File: src/rtl/counter_pkg.sv
// Shared constants for the programmable counter family: mode/direction encodings
// and default widths.
package counter_pkg;

  localparam int DEF_WIDTH = 32;
  localparam int DEF_PRE_W = 16;

  localparam logic MODE_WRAP = 1'b0;
  localparam logic MODE_SAT  = 1'b1;
  localparam logic DIR_UP    = 1'b1;
  localparam logic DIR_DOWN  = 1'b0;

endpackage

File: src/rtl/tick_prescaler.sv
// Enable-gated prescaler: emits a one-cycle tick every prescale+1 enabled cycles.
// tick is combinational so the consumer can act on the same edge.
module tick_prescaler
  import counter_pkg::*;
#(
  parameter int PRE_W = DEF_PRE_W
) (
  input  logic             clk,
  input  logic             rst_n,
  input  logic             enable,
  input  logic             sync_clr,
  input  logic [PRE_W-1:0] prescale,
  output logic             tick
);

  logic [PRE_W-1:0] cnt;

  assign tick = enable && !sync_clr && (cnt == prescale);

  // A count above a freshly lowered prescale falls back to 0 without ticking.
  always_ff @(posedge clk or negedge rst_n) begin
    if (!rst_n) begin
      cnt <= '0;
    end else if (sync_clr) begin
      cnt <= '0;
    end else if (enable) begin
      if (cnt >= prescale) cnt <= '0;
      else                 cnt <= cnt + 1'b1;
    end
  end

endmodule

File: src/rtl/prog_counter.sv
// Programmable up/down counter with modulus, wrap or saturate behaviour and a
// prescaled step rate; all outputs are registered.
module prog_counter
  import counter_pkg::*;
#(
  parameter int WIDTH = DEF_WIDTH,
  parameter int PRE_W = DEF_PRE_W
) (
  input  logic             CLOCK_50,
  input  logic             RESET_N,
  input  logic             clear,
  input  logic             load,
  input  logic [WIDTH-1:0] load_value,
  input  logic             enable,
  input  logic             up_down,
  input  logic             mode,
  input  logic [WIDTH-1:0] modulus,
  input  logic [PRE_W-1:0] prescale,
  output logic [WIDTH-1:0] counter_out,
  output logic             step,
  output logic             tc,
  output logic             sat
);

  logic             tick;
  logic             sat_up;
  logic [WIDTH-1:0] cnt_nx;
  logic             step_nx;
  logic             tc_nx;
  logic             sat_nx;
  logic             sat_up_nx;

  function automatic logic [WIDTH-1:0] clamp_load(input logic [WIDTH-1:0] v,
                                                  input logic [WIDTH-1:0] m);
    return (v > m) ? m : v;
  endfunction

  // Saturation persists only while the next step would still push into the boundary.
  function automatic logic sat_holds(input logic             s,
                                     input logic             md,
                                     input logic             dir,
                                     input logic [WIDTH-1:0] c,
                                     input logic [WIDTH-1:0] m);
    logic at_edge;
    at_edge = (dir == DIR_UP) ? (c >= m) : (c == '0);
    return s && (md == MODE_SAT) && at_edge;
  endfunction

  tick_prescaler #(
    .PRE_W (PRE_W)
  ) u_prescaler (
    .clk      (CLOCK_50),
    .rst_n    (RESET_N),
    .enable   (enable),
    .sync_clr (clear | load),
    .prescale (prescale),
    .tick     (tick)
  );

  always_comb begin
    cnt_nx    = counter_out;
    step_nx   = 1'b0;
    tc_nx     = 1'b0;
    sat_nx    = sat;
    sat_up_nx = sat_up;
    if (clear) begin
      cnt_nx = '0;
      sat_nx = 1'b0;
    end else if (load) begin
      cnt_nx = clamp_load(load_value, modulus);
      sat_nx = 1'b0;
    end else if (tick) begin
      step_nx = 1'b1;
      sat_nx  = 1'b0;
      if (up_down == DIR_UP) begin
        if (counter_out < modulus) begin
          cnt_nx = counter_out + 1'b1;
          if (mode == MODE_SAT && cnt_nx == modulus) begin
            sat_nx    = 1'b1;
            sat_up_nx = DIR_UP;
            tc_nx     = 1'b1;
          end
        end else if (mode == MODE_WRAP) begin
          cnt_nx = '0;
          tc_nx  = 1'b1;
        end else begin
          cnt_nx    = modulus;
          sat_nx    = 1'b1;
          sat_up_nx = DIR_UP;
          tc_nx     = !(sat && sat_up == DIR_UP);
        end
      end else begin
        // Modulus lowered below the count: snap to the new top, no terminal event.
        if (counter_out > modulus) begin
          cnt_nx    = modulus;
          sat_nx    = (mode == MODE_SAT) && (modulus == '0);
          sat_up_nx = DIR_DOWN;
        end else if (counter_out != '0) begin
          cnt_nx = counter_out - 1'b1;
          if (mode == MODE_SAT && cnt_nx == '0) begin
            sat_nx    = 1'b1;
            sat_up_nx = DIR_DOWN;
            tc_nx     = 1'b1;
          end
        end else if (mode == MODE_WRAP) begin
          cnt_nx = modulus;
          tc_nx  = 1'b1;
        end else begin
          cnt_nx    = '0;
          sat_nx    = 1'b1;
          sat_up_nx = DIR_DOWN;
          tc_nx     = !(sat && sat_up == DIR_DOWN);
        end
      end
    end else begin
      sat_nx = sat_holds(sat, mode, up_down, counter_out, modulus);
    end
  end

  always_ff @(posedge CLOCK_50 or negedge RESET_N) begin
    if (!RESET_N) begin
      counter_out <= '0;
      step        <= 1'b0;
      tc          <= 1'b0;
      sat         <= 1'b0;
      sat_up      <= DIR_UP;
    end else begin
      counter_out <= cnt_nx;
      step        <= step_nx;
      tc          <= tc_nx;
      sat         <= sat_nx;
      sat_up      <= sat_up_nx;
    end
  end

endmodule
File: config.mk
export PLATFORM = sky130hd
export DESIGN_NAME = prog_counter
export DESIGN_NICKNAME = d
export VERILOG_FILES = /design/src/rtl/counter_pkg.sv /design/src/rtl/tick_prescaler.sv /design/src/rtl/prog_counter.sv
export SDC_FILE = /design/constraint.sdc
export NUM_CORES = 1
export LEC_CHECK = 0
export ABC_CLOCK_PERIOD_IN_PS = 5860
export BUFFER_PORTS_ARGS = -buffer_cell sky130_fd_sc_hd__buf_2
export CORE_MARGIN = 2
export CORE_UTILIZATION = 30
export DETAILED_ROUTE_END_ITERATION = 6
export SLEW_MARGIN = 40
export SYNTH_ARGS = -nofsm -noshare
export SYNTH_HDL_FRONTEND = slang
export SYNTH_SLANG_ARGS = --single-unit
File: constraint.sdc
create_clock -name CLOCK_50 -period 5.86 [get_ports CLOCK_50]
set_input_delay 1.172 -clock CLOCK_50 [delete_from_list [all_inputs] [get_ports CLOCK_50]]
set_output_delay 1.172 -clock CLOCK_50 [all_outputs]
set_load 0.02 [all_outputs]
==> results.json <==
{
  "cts-resized-gates": 0,
  "grt_setup_unrepaired": "false",
  "wl_um": 33700,
  "cts_tree": "yes",
  "power.leakage_nw": 4.04,
  "drc": 0,
  "syn2layout_area_growth_pct": 11.9,
  "gp_congestion": 0.970,
  "drt_iter0_drc": 884,
  "synth_area_um2": 8280,
  "dpl.hpwl_um": 24900,
  "clkPwrFrac_pct": 23.8,
  "power_frac_comb_pct": 44.3,
  "critPathKind": "in -> reg",
  "peakVddDrop_mv": 0.103,
  "synth.area.top_cells": "dfrtp_1 15%, ha_1 13%, xnor2_1 5.3%, o21ai_0 4.3%, nand2_1 3.9%",
  "final_core_util_pct": 34.3,
  "cp.required_ps": 6120,
  "setup_tns_ps": 0,
  "wl_met2_um": 15600,
  "synth_cell_types": 83,
  "p_sw_share_pct": 45.4,
  "drive_gt1_share_pct": 16.7,
  "skew_ps": 16.2,
  "dr.pass1.iters": 5,
  "intPower_mw": 0.781,
  "p_sw_mw": 0.649,
  "cts_hold_buffers": 0,
  "slew_violations": 0,
  "fmax_mhz": 218,
  "wl_met1_um": 14300,
  "synth_nets": 1255,
  "hold_depth": 1,
  "holdWs_ps": 514,
  "ys_warn_count": 0,
  "synth-edff-count": 0,
  "row_count": 60,
  "slew_headroom_pct": 45.1,
  "portBuffers": 121,
  "setup_viol": 0,
  "final_nets": 1315,
  "clock_latency_ps": 320,
  "vias": 9106,
  "r2r_cells": 9,
  "core_um2": 27000,
  "critPathMaxFanout": 43,
  "die_area_um2": 28900,
  "reg2reg_setup_slack_ps": 1830,
  "initial_utilization_pct": 30.6,
  "grt_pass1_vias": 8611,
  "wire_per_inst_um": 22.7,
  "overflow": 0,
  "grt_max_degree": 54,
  "synth-seq-cells": 52,
  "cts_setup_buffers": 0,
  "synth-async-reset-ratio_pct": 100,
  "clk_pin_slew_worst_paths_ps": 90,
  "grt.total_usage_pct": 22.9,
  "avgSynthCellArea_um2": 7.64,
  "final_hold_viol_count": 0,
  "arrival_ps": 4850,
  "preCtsSetupSlack_ps": 1040,
  "reg2reg_from": "counter_out[6]",
  "finalCriticalPeriod_ps": 4590,
  "min_from": "u_prescaler.cnt[15]",
  "fp.dieW_um": 170,
  "min_to": "u_prescaler.cnt[15]",
  "worst_slew_pin_slew_ps": 824,
  "drv_cap": 0,
  "synth.top_cell.area_share_pct": 15.4,
  "n_fill_cell": 2925,
  "drtAntennaViolNets": 0,
  "r2r_end": "sat_up",
  "die_h_um": 170,
  "via_per_inst": 6.13,
  "clockBufferDepth": 2,
  "cts.sinks": 52,
  "p_seq_share_pct": 31.9,
  "htree_levels": 2,
  "wl_met3_um": 2800,
  "synth_cells": 1083,
  "yosysSeqAreaShare_pct": 15.7,
  "antenna_found_initial": 2,
  "cp-end-kind": "flip-flop",
  "fin_crit_sh_pct": 78.3,
  "ios": 122,
  "grt_pass1_wl_um": 51500,
  "ys.flop_type": "dfrtp_1",
  "cts_buffers": 5,
  "hold_path.class": "reg -> reg",
  "outcome": "completed",
  "clockRootBuffer": "clkbuf_16",
  "top_layer": "met5",
  "p_per_area_nw_per_um2": 154,
  "finalWorstSetupSlack_ps": 1270,
  "startpoint_type": "primary input",
  "yosysTopAreaCell": "dfrtp_1"
}
## worst max-delay path, stage by stage
cell and delay (ps):
buf_2 250, inv_1 210, ha_1 340, nand4_1 200, nor4_1 640, a21o_2 790, a21o_2 640, o21ai_1 180
a221oi_2 250, a221o_1 140
## registers in the layout, indices dropped and copies added, names as in the netlist
name             count
counter_out         32
sat                  1
step                 1
sat_up               1
tc                   1
u_prescaler.cnt     16
## synth_stat cells, types with 6 or more instances
library cell,count
xnor2_1,50
and4_1,9
a21oi_1,39
nor3_2,7
mux2_2,7
clkbuf_1,42
nor4_1,28
o211ai_1,28
nand3_1,52
mux2i_1,27
nand2_1,87
xor2_1,25
dfrtp_1,51
a211oi_1,7
o21ai_1,9
o22ai_1,7
o2111ai_1,6
or3_1,10
and3_1,26
ha_1,85
nor2_1,59
nand2b_1,16
a221oi_1,22
buf_1,10
o21ai_0,71
nand4_1,31
a31oi_1,11
o31ai_1,9
nor3_1,19
a221o_1,6
nor2b_1,9
buf_2,24
a21o_1,21
o221ai_1,23
inv_1,62
## through the flow
step | cells | cell area [um^2] | total power [mW]
2_1_floorplan | 1083 | 8280 | 0.862
3_3_place_gp | 1477 | 9080 | 1.07
3_5_place_dp | 1477 | 9100 | 1.08
4_1_cts | 1485 | 9250 | 1.42
5_1_grt | 1485 | 9260 | 1.51
6_report | 1486 | 9260 | 1.43
## kinds of logic (layout without fill, tap and decap cells)
kind of cell	Yosys count	after routing	share of synthesized area, %
buffers and inverters	144	205	7.21
XOR/XNOR	77	77	8.48
multiplexers	34	34	4.22
AO/OA/AOI/OAI	298	298	25.0
flip-flops	52	52	15.7
adder cells (fa/ha/maj)	85	85	12.8
other	0	1	0
AND/OR/NAND/NOR	393	393	26.5
## layout make-up
| class | count | area, um^2 | area share, % |
|---|---|---|---|
| Clock buffer | 5 | 125 | 1.35 |
| Tap cell | 341 | 427 | 4.61 |
| Inverter | 63 | 236 | 2.55 |
| Timing Repair Buffer | 134 | 707 | 7.64 |
| Clock inverter | 3 | 27.5 | 0.297 |
| Multi-Input combinational cell | 887 | 6430 | 69.5 |
| Sequential cell | 52 | 1300 | 14.1 |
| Antenna cell | 1 | 2.50 | 0.0270 |
## layer usage
layer | vias up | track usage (%)
li1 | 4209 | -
met1 | 4358 | 30.7
met2 | 471 | 37.8
met3 | 66 | 3.70
met4 | 2 | 6.61
met5 | - | 0
## placed cells by master, fill, tap and decap left out, drive strengths merged, types with 8 or more instances in the layout
master / n
o221ai: 23
inv: 63
mux2i: 27
and4: 9
nor2: 61
a221oi: 25
nor2b: 9
a211oi: 8
a31oi: 11
o31ai: 10
and3: 26
xor2: 25
o211ai: 28
o21ai: 80
dfrtp: 51
nand2: 87
or3: 10
nand4: 34
a21oi: 40
a21o: 22
nor3: 26
nand3: 54
buf: 134
ha: 85
nor4: 32
xnor2: 50
nand2b: 16
## power by group through the flow
stage          Clock, mW  Sequential (mW)  Combinational [mW]
5_1_grt            0.356            0.461               0.691
2_1_floorplan          0            0.422               0.440
3_3_place_gp           0            0.460               0.613
6_report           0.341            0.456               0.633
3_5_place_dp           0            0.461               0.621
4_1_cts            0.345            0.453               0.624
## how the worst max path moves through the flow
| stage | start | to | slack [ps] | cells after the start |
|---|---|---|---|---|
| 6_report | modulus[27] | counter_out[10] | 1270 | 10 |
| 5_1_grt | modulus[27] | counter_out[9] | 1100 | 10 |
| 4_1_cts | modulus[27] | counter_out[21] | 1350 | 10 |
| 3_5_place_dp | modulus[27] | counter_out[21] | 1040 | 10 |
| 3_3_place_gp | modulus[27] | counter_out[30] | 930 | 10 |
| 2_1_floorplan | modulus[15] | counter_out[14] | 2120 | 11 |
Power figures use the tool's default switching activity.
